**src/rtl/hazard_unit_pkg.sv**
```systemverilog
// Shared pipeline definitions for the hazard unit: FSM encodings, scoreboard depth
// and the scoreboard entry layout.
package hazard_unit_pkg;

    localparam int SB_DEPTH_FIXED = 3;
    // EX and MEM1 are the only stages whose load data cannot yet be forwarded.
    localparam int FWD_WINDOW = 2;

    typedef enum logic [1:0] {
        ST_RUN      = 2'd0,
        ST_MEM_WAIT = 2'd1,
        ST_FLUSH    = 2'd2
    } hazard_state_e;

    typedef struct packed {
        logic       valid;
        logic [4:0] rd;
        logic       is_load;
    } sb_entry_t;

    // Register x0 is hard-wired to zero, so it can never create a dependency.
    function automatic logic reg_match(input sb_entry_t entry, input logic [4:0] rs,
                                       input logic used);
        return entry.valid && used && (rs != 5'd0) && (entry.rd == rs);
    endfunction

endpackage

```
**src/rtl/hazard_scoreboard.sv**
```systemverilog
// In-flight destination tracker (EX, MEM1, MEM2) with decode-operand match logic.
// HAZARD_FORWARDING_EN narrows hazards to loads still in EX or MEM1.
module hazard_scoreboard
    import hazard_unit_pkg::*;
#(
    parameter int DEPTH = SB_DEPTH_FIXED
) (
    input  logic       clock,
    input  logic       reset,
    input  logic       advance,
    input  logic       issue_valid,
    input  logic [4:0] issue_rd,
    input  logic       issue_load,
    input  logic [4:0] id_rs1,
    input  logic       id_rs1_used,
    input  logic [4:0] id_rs2,
    input  logic       id_rs2_used,
    output logic       hazard
);

    sb_entry_t entries [DEPTH];

    // A write to x0 is recorded as a bubble so it can never be matched later.
    always_ff @(posedge clock) begin
        if (reset) begin
            for (int i = 0; i < DEPTH; i++) begin
                entries[i] <= '0;
            end
        end else if (advance) begin
            if (issue_valid && (issue_rd != 5'd0)) begin
                entries[0] <= '{valid: 1'b1, rd: issue_rd, is_load: issue_load};
            end else begin
                entries[0] <= '0;
            end
            for (int i = 1; i < DEPTH; i++) begin
                entries[i] <= entries[i-1];
            end
        end
    end

    always_comb begin
        hazard = 1'b0;
        for (int i = 0; i < DEPTH; i++) begin
            if (reg_match(entries[i], id_rs1, id_rs1_used) ||
                reg_match(entries[i], id_rs2, id_rs2_used)) begin
`ifdef HAZARD_FORWARDING_EN
                if ((i < FWD_WINDOW) && entries[i].is_load) begin
                    hazard = 1'b1;
                end
`else
                hazard = 1'b1;
`endif
            end
        end
    end

endmodule

```
**src/rtl/hazard_unit.sv**
```systemverilog
// Pipeline hazard controller: memory-wait / redirect FSM plus scoreboard-driven
// decode stalls. Build option: HAZARD_FORWARDING_EN (load-only hazards in EX/MEM1).
module hazard_unit
    import hazard_unit_pkg::*;
#(
    parameter int CORE     = 0,
    parameter int SB_DEPTH = SB_DEPTH_FIXED
) (
    input  logic       clock,
    input  logic       reset,
    input  logic       id_valid,
    input  logic [4:0] id_rs1,
    input  logic [4:0] id_rs2,
    input  logic [4:0] id_rd,
    input  logic       id_rs1_used,
    input  logic       id_rs2_used,
    input  logic       id_regWrite,
    input  logic       id_memRead,
    input  logic       ex_redirect,
    input  logic       imem_busy,
    input  logic       dmem_busy,
    output logic       stall_front,
    output logic       bubble_ex,
    output logic       flush_front,
    output logic       freeze_all,
    output logic [1:0] state_o
);

    if (SB_DEPTH != SB_DEPTH_FIXED || CORE < 0) begin : g_bad_config
        $error("hazard_unit core %0d: SB_DEPTH must be %0d", CORE, SB_DEPTH_FIXED);
    end

    hazard_state_e state;
    logic          pending_redirect;
    logic          data_hazard;
    logic          redirect_now;
    logic          issue_valid;
    logic          sb_advance;

    hazard_scoreboard #(
        .DEPTH(SB_DEPTH)
    ) u_scoreboard (
        .clock      (clock),
        .reset      (reset),
        .advance    (sb_advance),
        .issue_valid(issue_valid),
        .issue_rd   (id_rd),
        .issue_load (id_memRead),
        .id_rs1     (id_rs1),
        .id_rs1_used(id_rs1_used),
        .id_rs2     (id_rs2),
        .id_rs2_used(id_rs2_used),
        .hazard     (data_hazard)
    );

    // A redirect deferred through MEM_WAIT is not flushed on release; the FLUSH
    // state that follows provides its single squash cycle.
    assign redirect_now = (state == ST_FLUSH) || ex_redirect;

    always_comb begin
        stall_front = 1'b0;
        bubble_ex   = 1'b0;
        flush_front = 1'b0;
        freeze_all  = 1'b0;
        if (!reset) begin
            if (dmem_busy) begin
                freeze_all = 1'b1;
            end else if (redirect_now) begin
                flush_front = 1'b1;
                bubble_ex   = 1'b1;
            end else if (id_valid && data_hazard) begin
                stall_front = 1'b1;
                bubble_ex   = 1'b1;
            end else if (imem_busy) begin
                stall_front = 1'b1;
                bubble_ex   = 1'b1;
            end
        end
    end

    assign issue_valid = id_valid && id_regWrite && !stall_front && !flush_front;
    assign sb_advance  = !freeze_all;
    assign state_o     = reset ? ST_RUN : state;

    // A redirect seen while the data cache is busy is remembered until release.
    always_ff @(posedge clock) begin
        if (reset) begin
            state            <= ST_RUN;
            pending_redirect <= 1'b0;
        end else begin
            case (state)
                ST_RUN: begin
                    if (dmem_busy) begin
                        state <= ST_MEM_WAIT;
                        if (ex_redirect) begin
                            pending_redirect <= 1'b1;
                        end
                    end else if (ex_redirect) begin
                        state <= ST_FLUSH;
                    end
                end
                ST_MEM_WAIT: begin
                    if (dmem_busy) begin
                        if (ex_redirect) begin
                            pending_redirect <= 1'b1;
                        end
                    end else if (pending_redirect || ex_redirect) begin
                        state            <= ST_FLUSH;
                        pending_redirect <= 1'b0;
                    end else begin
                        state <= ST_RUN;
                    end
                end
                ST_FLUSH: begin
                    state <= ST_RUN;
                end
                default: begin
                    state            <= ST_RUN;
                    pending_redirect <= 1'b0;
                end
            endcase
        end
    end

endmodule

```
**config.mk**
```make
export PLATFORM = sky130hd
export DESIGN_NAME = hazard_unit
export DESIGN_NICKNAME = d
export VERILOG_FILES = /design/src/rtl/hazard_unit_pkg.sv /design/src/rtl/hazard_scoreboard.sv /design/src/rtl/hazard_unit.sv
export SDC_FILE = /design/constraint.sdc
export NUM_CORES = 1
export LEC_CHECK = 0
export CORE_ASPECT_RATIO = 1.1
export CORE_MARGIN = 4
export CORE_UTILIZATION = 52
export DETAILED_ROUTE_END_ITERATION = 7
export GPL_ROUTABILITY_DRIVEN = 0
export PLACE_DENSITY = 0.94
export SLEW_MARGIN = 25
export SYNTH_ARGS = -nofsm -noshare
export SYNTH_HDL_FRONTEND = slang
export SYNTH_SLANG_ARGS = --single-unit
```
**constraint.sdc**
```tcl
create_clock -name clock -period 6.9 [get_ports clock]
set_clock_uncertainty 0.1 [all_clocks]
set_input_delay 1.725 -clock clock [delete_from_list [all_inputs] [get_ports clock]]
set_output_delay 1.725 -clock clock [all_outputs]
set_load 0.1 [all_outputs]
```
==> Flow_metrics.wiki, run 1 <==
{| class="wikitable"
! Metric !! Value
|-
| Outcome || finished, final reports clean
|-
| Detail Placement HPWL || 2.034 mm
|-
| Async SR Flop Fraction || 0%
|-
| Total of buffers placed on input and output ports || 29
|-
| RSZ-0062 raised after global routing || no
|-
| Number of enable flip-flop cells after synthesis || 18
|-
| End point of the worst hold path || pending_redirect
|-
| CTS H-tree lvls || 1
|-
| Most used standard cell by instance count after synthesis || xor2_1
|-
| Worst hold path cell count || 2
|-
| Hold WC Path Type || flip-flop to flip-flop
|-
| Global Route Usage Sum || 17.85%
|-
| Clock transition at the registers of the reported paths || 100 ps
|-
| Overflow left after global routing || 0
|-
| Aggregate routed wire length || 2.527 mm
|-
| Max-slew violations || 0
|-
| Hold buffers post-CTS || 0
|-
| Share of final-layout standard cells stronger than drive strength 1 || 3.425%
|-
| Area of the die || 3177 um^2
|-
| Antenna violations before repair || 0
|-
| Peak ir drop on the vdd network || 0.1306 mV
|-
| Kind of start point of the critical path || input port
|-
| Clock buffer count from CTS || 3
|-
| CP Depth || 8
|-
| Met3 usage || 2.278%
|-
| Area overhead of the layout relative to synthesis || 28.40%
|-
| Main area contributors after synthesis || edfxtp_1 (44%), xor2_1 (17%), and2_1 (6.2%), dfxtp_1 (4.9%), xnor2_1 (4.3%)
|-
| Diodes inserted || 0
|-
| Part of the cycle the worst path needs || 82.27%
|-
| Fraction of post-synthesis cell area in the top cell type by area || 44.44%
|-
| Post-CTS Setup Inserts || 0
|-
| Number of distinct library cells after synthesis || 22
|-
| Worst path arrival time || 3850 ps
|-
| Leading cell types by count after synthesis || xor2_1 (24), edfxtp_1 (18), and2_1 (12)
|-
| Setup TNS || 0 ps
|-
| Net count, final || 172
|-
| Synth Warn # || 0
|-
| Placed Instance Area || 1535 um^2
|-
| Total leakage power || 0.6250 nW
|-
| Crit-path cells || clkdlybuf4s50_1, xor2_1, nor4_1, nand3_1, nand3_1, a221o_1, and3_1, buf_4
|-
| Chip height || 58.72 um
|-
| Mean post-synth cell area || 10.67 um^2
|-
| Source of the worst register-to-register timing path || u_scoreboard.entries[0][17]
|-
| Max-cap violations || 0
|-
| Clock latency at the later pin of the worst-skew pair || 290 ps
|-
| Shortest clock period the worst path allows after layout || 5676 ps
|-
| Via count of the first global-routing pass || 1007
|-
| Routed vias || 951
|-
| Mean number of vias per cell || 5.403
|-
| Iteration count of the initial detailed-routing pass || 4
|-
| TritonCTS clock tree || yes
|-
| Register-to-register setup slack || 4960 ps
|-
| Worst hold path startpoint || pending_redirect
|-
| Synthesized net count || 139
|-
| Transition time at the pin with the least slew margin || 968.9 ps
|-
| Category of the worst setup path capture point || output port
|-
| Final setup violation count || 0
|-
| Final antenna-violating net count || 0
|-
| Number of buffer and inverter instances along the worst setup path || 2
|-
| Area of the mapped netlist || 1216 um^2
|-
| Max Fclk || 0.1762 GHz
|-
| P per Cell Area || 168.8 nW/um^2
|-
| Post-synthesis instance total || 114
|-
| Cell taking the most area after synthesis || edfxtp_1
|-
| Critical Path Slowest Stage Cell || clkdlybuf4s50_1
|-
| Prevailing post-synth register cell || edfxtp_1
|-
| Final Cell Area || 1562 um^2
|-
| Dominant cell type by count on the critical path || nand3_1
|-
| Pin count of the biggest net entering global routing || 20
|-
| Cell Rows || 18
|-
| Required time reported for the critical path endpoint || 5080 ps
|-
| End of the worst register-to-register path || u_scoreboard.entries[0][4]
|-
| Root Driver || clkbuf_4
|-
| Global-route wire length before repair || 4.112 mm
|-
| Number of sinks driven by the clock tree || 21
|-
| Initial DRC Count || 39
|-
| Met1 Track Usage GR || 21.71%
|-
| Placed Cells || 172
|-
| Global routing met2 resource utilization || 32.18%
|-
| Drc violations || 0
|-
| Core region area || 2230 um^2
|-
| Non-filler instance count after layout || 176
|-
| # resized after CTS || 0
|-
| Die width || 54.11 um
|-
| Delay-heaviest family, CP || buffers and inverters
|-
| Crit-path max FO || 8
|-
| Total of flip-flops plus latches after synthesis || 21
|-
| Share of the yosys chip area belonging to registers || 49.38%
|-
| Maximum clock path buffer count || 2
|-
| Total count of hold-check failures in the final report || 0
|-
| Depth of the most critical reg-to-reg path || 6
|-
| Category of the critical setup timing path || input port to output port
|-
| Initial Util || 54.55%
|-
| Worst slew margin relative to its limit || 35.21%
|-
| I/O pin count || 31
|-
| GRT busiest layer || met2
|-
| Routed WL per cell || 14.36 um
|-
| Crit path largest cell delay || 530 ps
|}
-- how the worst max path moves through the flow --
stage | start | to
after global routing | id_rs2[3] | stall_front
after global placement | id_rs2[1] | stall_front
after floorplan | dmem_busy | flush_front
final | id_rs2[3] | stall_front
after detailed placement | id_rs2[3] | stall_front
after CTS | id_rs2[3] | stall_front
-- flip-flops by register name (all words and copies together) (netlist names) --
signal / count
u_scoreboard.entries: 18
state: 2
pending_redirect: 1
-- cell type report --
type                            instances  area (um^2)
Sequential cell                        21        600.6
Inverter                                8        30.03
Clock buffer                            4        26.28
Fill cell                             175        668.1
Timing Repair Buffer                   29        285.3
Multi-Input combinational cell         84        581.8
Tap cell                               30        37.54
-- placed cells by master, fill, tap and decap left out, types with 2 or more instances in the layout --
cell type,count
clkdlybuf4s50_1,27
xor2_1,24
edfxtp_1,18
and2_1,12
inv_1,8
nor4_1,8
nand3_1,8
xnor2_1,6
nor3_1,6
nor2_1,3
a21oi_1,3
nor2b_1,3
clkbuf_4,3
dfxtp_1,3
or3_1,2
o311a_1,2
buf_4,2
-- where the power goes --
group	switching (mW)	internal, mW	leakage (nW)
sequential	0.00579	0.145	0.225
combinational	0.0325	0.0260	0.385
clock	0.0322	0.0225	0.0150
total	0.0705	0.193	0.625
-- cell families (layout without fill, tap and decap cells) --
logic type / Yosys count / in the layout / share of synthesized area, %
DFF: 21 / 21 / 49.38
xor gates and xnor gates: 30 / 30 / 21.60
buffers and inverters: 9 / 41 / 2.778
and+or+nand+nor: 45 / 45 / 20.89
AOI/OAI and AO/OA: 9 / 9 / 5.350
-- stage by stage --
step           setup slack [ps]  total power, mW  util (%)  hold slack (ps)
2_1_floorplan              1252           0.1848         -            333.5
3_3_place_gp               1249           0.2092     68.86            347.6
3_5_place_dp               1242           0.2117     68.86            371.2
4_1_cts                    1228           0.2665     70.03            386.0
5_1_grt                    1072           0.2771     70.03            453.3
6_report                   1224           0.2637     70.03            383.5
-- tightest hold or removal path, delay by kind of cell, from the launching register on --
kind | cells | cell delay (ps)
flip-flops | 1 | 320
AO/OA/AOI/OAI | 2 | 120
-- layer usage --
layer	up-vias	share of wire, %
met2	46	51
met1	433	41
met4	0	0.16
met3	2	7.3
li1	470	-
met5	-	0
No activity file was read; power rests on OpenSTA's default activity.
==> inputs of run 2 (changes only) <==
- CORE_UTILIZATION: 52 -> 43
- PLACE_DENSITY: 0.94 -> 0.84
- clock period: 6.9 -> 4.9 ns (I/O delays scaled with it)
==> run 2 against run 1 <==
Cell area grew 1.5%. Largest cell class unchanged. Wire length grew 14%. Sequential power grew 41%. Global-route usage shrank 1.4 points. Power grew 46%. Register-to-register slack lost 2100 ps. Flip-flop and latch count is the same. Via count grew 3.9%. First-iteration DRC count grew 2.6%. Core utilization shrank 8.9 points. Largest power group unchanged. Combinational power grew 46%.
==> Flow_metrics.wiki, run 2 (synthesis results as in run 1) <==
{| class="wikitable"
! Metric !! Value
|-
| Iteration count of the initial detailed-routing pass || 4
|-
| Transition time at the pin with the least slew margin || 723.7 ps
|-
| Category of the worst setup path capture point || output port
|-
| Utilization of the core after routing || 61.18%
|-
| Area overhead of the layout relative to synthesis || 30.35%
|-
| Max Fclk || 0.2139 GHz
|-
| Setup slack of the critical path after layout || 225.5 ps
|-
| Total of buffers placed on input and output ports || 29
|-
| Largest register FFs || 18
|-
| Aggregate routed wire length || 2.886 mm
|-
| Clock buffer count from CTS || 3
|-
| Worst slew margin relative to its limit || 51.70%
|-
| Number of sinks driven by the clock tree || 21
|-
| Chip height || 63.78 um
|-
| Diodes inserted || 0
|-
| Critical path destination || stall_front
|-
| Non-filler instance count after layout || 178
|-
| End of the worst register-to-register path || u_scoreboard.entries[0][4]
|-
| Antenna violations before repair || 0
|-
| CTS H-tree lvls || 1
|-
| Total leakage power || 0.6434 nW
|-
| Final hold slack || 403.0 ps
|-
| Worst hold path startpoint || state[1]
|-
| Core region area || 2591 um^2
|-
| Required time reported for the critical path endpoint || 3580 ps
|-
| Clock latency at the later pin of the worst-skew pair || 310 ps
|-
| Biggest registers after layout || u_scoreboard.entries x18, state x2, pending_redirect x1
|-
| I/O pin count || 31
|-
| Largest reg by FF count || u_scoreboard.entries
|-
| Pin count of the biggest net entering global routing || 20
|-
| Peak ir drop on the vdd network || 0.1851 mV
|-
| Area of the die || 3744 um^2
|-
| Global-route wire length before repair || 4.650 mm
|-
| Maximum clock path buffer count || 2
|-
| Crit-path max FO || 8
|-
| Routed vias || 988
|-
| P per Cell Area || 242.1 nW/um^2
|-
| Mean number of vias per cell || 5.551
|-
| RSZ-0062 raised after global routing || no
|-
| Root Driver || clkbuf_4
|-
| Depth of the most critical reg-to-reg path || 6
|-
| Total count of hold-check failures in the final report || 0
|-
| Source of the worst register-to-register timing path || u_scoreboard.entries[0][5]
|-
| Kind of start point of the critical path || input port
|-
| Initial Util || 46.93%
|-
| Via count of the first global-routing pass || 1084
|-
| Net count, final || 173
|-
| Detail Placement HPWL || 2.320 mm
|-
| Placed Cells || 174
|-
| Final Cell Area || 1585 um^2
|-
| Share of final-layout standard cells stronger than drive strength 1 || 6.803%
|-
| Worst path arrival time || 3350 ps
|-
| Outcome || finished, final reports clean
|-
| Die width || 58.71 um
|-
| Shortest clock period the worst path allows after layout || 4674 ps
|-
| Filler cells || 237
|-
| Global Route Usage Sum || 16.41%
|-
| Setup TNS || 0 ps
|-
| Final Power || 0.3838 mW
|-
| Hold WC Path Type || flip-flop to flip-flop
|-
| Category of the critical setup timing path || input port to output port
|-
| Routed WL per cell || 16.21 um
|-
| Hold buffers post-CTS || 0
|-
| Clock transition at the registers of the reported paths || 110 ps
|-
| Final setup violation count || 0
|-
| Commonest non-fill, non-tap cell in the layout || xor2_1
|-
| Max-slew violations || 0
|-
| # resized after CTS || 0
|-
| Pre-CTS setup slack || 227.4 ps
|-
| Placed Instance Area || 1559 um^2
|-
| Commonest non-fill, non-tap cells in the layout || xor2_1 (24), clkdlybuf4s50_1 (23), edfxtp_1 (18)
|-
| Register-to-register setup slack || 2880 ps
|-
| Overflow left after global routing || 0
|-
| Cell Rows || 19
|-
| Initial DRC Count || 40
|-
| TritonCTS clock tree || yes
|-
| Post-CTS Setup Inserts || 0
|-
| Part of the cycle the worst path needs || 95.40%
|-
| Max-cap violations || 0
|-
| Drc violations || 0
|-
| Origin of the worst setup path || id_rs2[4]
|-
| Final antenna-violating net count || 0
|}
[run 2: changes by cell type in the layout (fill, tap and decap cells not counted), sizes merged]
| cell | change |
|---|---|
| buf | +5 |
| clkdlybuf4s50 | -4 |
[run 2: power by group]
group          switching, mW  internal [mW]
clock                 0.0542         0.0318
sequential           0.00855          0.204
combinational         0.0471         0.0384
[run 2: worst max-delay path, cell delays in order]
cell             delay (ps)
clkdlybuf4s50_1         530
xor2_1                  200
nor4_1                  360
nand3_1                 140
nand3_1                 130
a221o_1                 320
and3_1                  260
buf_12                  190
[run 2: worst min path at each step]
stage | to | slack (ps) | cells past startpoint
6_report | state[0] | 400 | 1
5_1_grt | state[0] | 420 | 1
4_1_cts | state[0] | 400 | 1
3_5_place_dp | state[0] | 380 | 1
3_3_place_gp | state[0] | 350 | 1
2_1_floorplan | state[0] | 330 | 1
[run 2: final cells by class]
type / count / area, um^2 / area share [%]
multi-input combinational: 84 / 581.8 / 36.70
timing repair buffer: 30 / 307.8 / 19.42
tap: 31 / 38.79 / 2.447
clock buffer: 4 / 26.28 / 1.657
sequential: 21 / 600.6 / 37.88
inverter: 8 / 30.03 / 1.894
[run 2: metal layers]
layer / vias to the layer above / routed length, um / track usage [%] / part of all wire, %
met2: 40 / 1532 / 30.87 / 53
met1: 472 / 1099 / 17.22 / 38
li1: 471 / - / - / -
met3: 5 / 212 / 4.829 / 7.3
met5: - / 0 / 0 / 0
met4: 0 / 42 / 4.816 / 1.5
==> inputs of run 3 (changes only) <==
- CORE_ASPECT_RATIO: 1.1 -> 0.5
==> run 3 against run 2 <==
Final cell count up 5.1%. Clock power increased by 35%. Count of clock-buffer cells in the layout down 1. Via count shrank 4.5%. Core utilization is 0.60 points higher. First-iteration DRC count rose by 80%. Flip-flop and latch count stayed put. Global-route usage fell by 2.3 points. Largest cell class unchanged. Largest power group unchanged.
==> Flow_metrics.wiki, run 3 (synthesis results as in run 1) <==
{| class="wikitable"
! Metric !! Value
|-
| Outcome || finished, final reports clean
|-
| Aggregate routed wire length || 2.550 mm
|-
| Peak ir drop on the vdd network || 0.1562 mV
|-
| Overflow left after global routing || 0
|-
| Required time reported for the critical path endpoint || 3580 ps
|-
| Area overhead of the layout relative to synthesis || 34.67%
|-
| Share of final-layout standard cells stronger than drive strength 1 || 9.333%
|-
| Pre-CTS setup slack || 294.0 ps
|-
| Category of the critical setup timing path || input port to output port
|-
| Via count of the first global-routing pass || 887
|-
| P per Cell Area || 252.4 nW/um^2
|-
| Commonest non-fill, non-tap cell in the layout || xor2_1
|-
| Total count of hold-check failures in the final report || 0
|-
| TritonCTS clock tree || yes
|-
| Routed vias || 944
|-
| RSZ-0062 raised after global routing || no
|-
| Clock power share || 28.0%
|-
| Number of sinks driven by the clock tree || 21
|-
| Drc violations || 0
|-
| Non-filler instance count after layout || 187
|-
| Final antenna-violating net count || 0
|-
| Setup slack of the critical path after layout || 289.1 ps
|-
| Area of the die || 3795 um^2
|-
| Pin count of the biggest net entering global routing || 20
|-
| Combinational group share of total power || 20.7%
|-
| Diodes inserted || 0
|-
| Max Fclk || 0.2169 GHz
|-
| Max-cap violations || 0
|-
| Initial DRC Count || 72
|-
| Global-route wire length before repair || 4.071 mm
|-
| Chip height || 45.61 um
|-
| Category of the worst setup path capture point || output port
|-
| Iteration count of the initial detailed-routing pass || 4
|-
| Crit-path cells || clkdlybuf4s50_1, or3_1, o311a_1, a221o_1, and3_1, buf_12
|-
| # resized after CTS || 0
|-
| Largest register FFs || 18
|-
| Switching power of the nets || 0.1123 mW
|-
| Kind of start point of the critical path || input port
|-
| Crit path largest cell delay || 510 ps
|-
| Total of buffers placed on input and output ports || 29
|-
| I/O pin count || 31
|-
| Detail Placement HPWL || 2.074 mm
|-
| Filler cells || 227
|-
| Routed WL per cell || 13.64 um
|-
| Antenna violations before repair || 0
|-
| Core region area || 2651 um^2
|-
| Transition time at the pin with the least slew margin || 690.5 ps
|-
| Die width || 83.21 um
|-
| Hold buffers post-CTS || 0
|-
| Root Driver || clkbuf_8
|-
| Global Route Usage Sum || 14.11%
|-
| Hold WC Path Type || flip-flop to flip-flop
|-
| Clock transition at the registers of the reported paths || 80 ps
|-
| Crit-path max FO || 8
|-
| Placed Cells || 183
|-
| Part of the cycle the worst path needs || 94.10%
|-
| Switching Fraction || 27.17%
|-
| Setup TNS || 0 ps
|-
| Mean number of vias per cell || 5.048
|-
| Reg power frac || 51.3%
|-
| Final Power || 0.4134 mW
|-
| Initial Util || 45.87%
|-
| Net count, final || 176
|-
| Worst path arrival time || 3290 ps
|-
| Clock buffer count from CTS || 3
|-
| Post-CTS Setup Inserts || 0
|-
| Max-slew violations || 0
|-
| Internal Power || 0.3010 mW
|-
| Biggest registers after layout || u_scoreboard.entries x18, state x2, pending_redirect x1
|-
| CTS H-tree lvls || 1
|-
| Shortest clock period the worst path allows after layout || 4611 ps
|-
| Worst slew margin relative to its limit || 53.92%
|-
| Largest reg by FF count || u_scoreboard.entries
|-
| Final setup violation count || 0
|-
| Cell Rows || 13
|-
| Register-to-register setup slack || 2950 ps
|-
| Critical Path Slowest Stage Cell || clkdlybuf4s50_1
|-
| Clock latency at the later pin of the worst-skew pair || 260 ps
|-
| Final hold slack || 379.3 ps
|-
| Commonest non-fill, non-tap cells in the layout || xor2_1 (24), clkdlybuf4s50_1 (23), edfxtp_1 (18)
|-
| Maximum clock path buffer count || 2
|-
| Total leakage power || 0.6646 nW
|}
run 3: cell types whose count changed in the layout (fill, tap and decap cells not counted):
cell	previous run	this run
clkbuf_8	0	3
clkbuf_1	1	0
clkinvlp_4	0	1
clkbuf_4	3	0
buf_4	5	8
run 3: layout make-up:
type / instances / area [um^2] / area share (%)
well taps: 37 / 46.29 / 2.827
inverters: 8 / 30.03 / 1.833
clock inverters: 1 / 7.507 / 0.4584
repair buffers: 33 / 330.3 / 20.17
clock buffers: 3 / 41.29 / 2.521
flip-flops and latches: 21 / 600.6 / 36.67
multi-input cells: 84 / 581.8 / 35.52
run 3: metal layers:
layer  part of all wire (%)  vias to the layer above  GRT usage (%)
met5                      0                        -              0
met4                   0.98                        0          4.886
met3                    2.9                        2          3.249
li1                       -                      476              -
met2                     48                       19          25.00
met1                     48                      447          17.58
run 3: final timing paths:
| check | startpoint | to | cells past startpoint |
|---|---|---|---|
| hold reg to reg | state[1] | state[0] | 1 |
| setup reg to reg | u_scoreboard.entries[0][5] | u_scoreboard.entries[0][5] | 6 |
| setup / recovery | id_rs2[2] | stall_front | 6 |
| hold / removal | state[1] | state[0] | 1 |
run 3: worst max-delay path, delay by kind of cell:
kind | cells | cell delay [ps]
compound gates | 2 | 750
buf+inv | 2 | 680
simple gates | 2 | 630
run 3: metrics by stage:
stage	cell area (um^2)	utilization (%)
3_3_place_gp	1589	59.93
4_1_cts	1638	61.77
3_5_place_dp	1589	59.93
2_1_floorplan	1216	-
6_report	1638	61.77
5_1_grt	1638	61.77
run 3: power by group through the flow:
stage | Clock (mW) | Sequential, mW | Combinational (mW)
detailed placement | 0 | 0.216 | 0.0855
global route | 0.125 | 0.214 | 0.0928
floorplan | 0 | 0.214 | 0.0462
CTS | 0.118 | 0.212 | 0.0860
finish | 0.116 | 0.212 | 0.0855
global placement | 0 | 0.216 | 0.0844
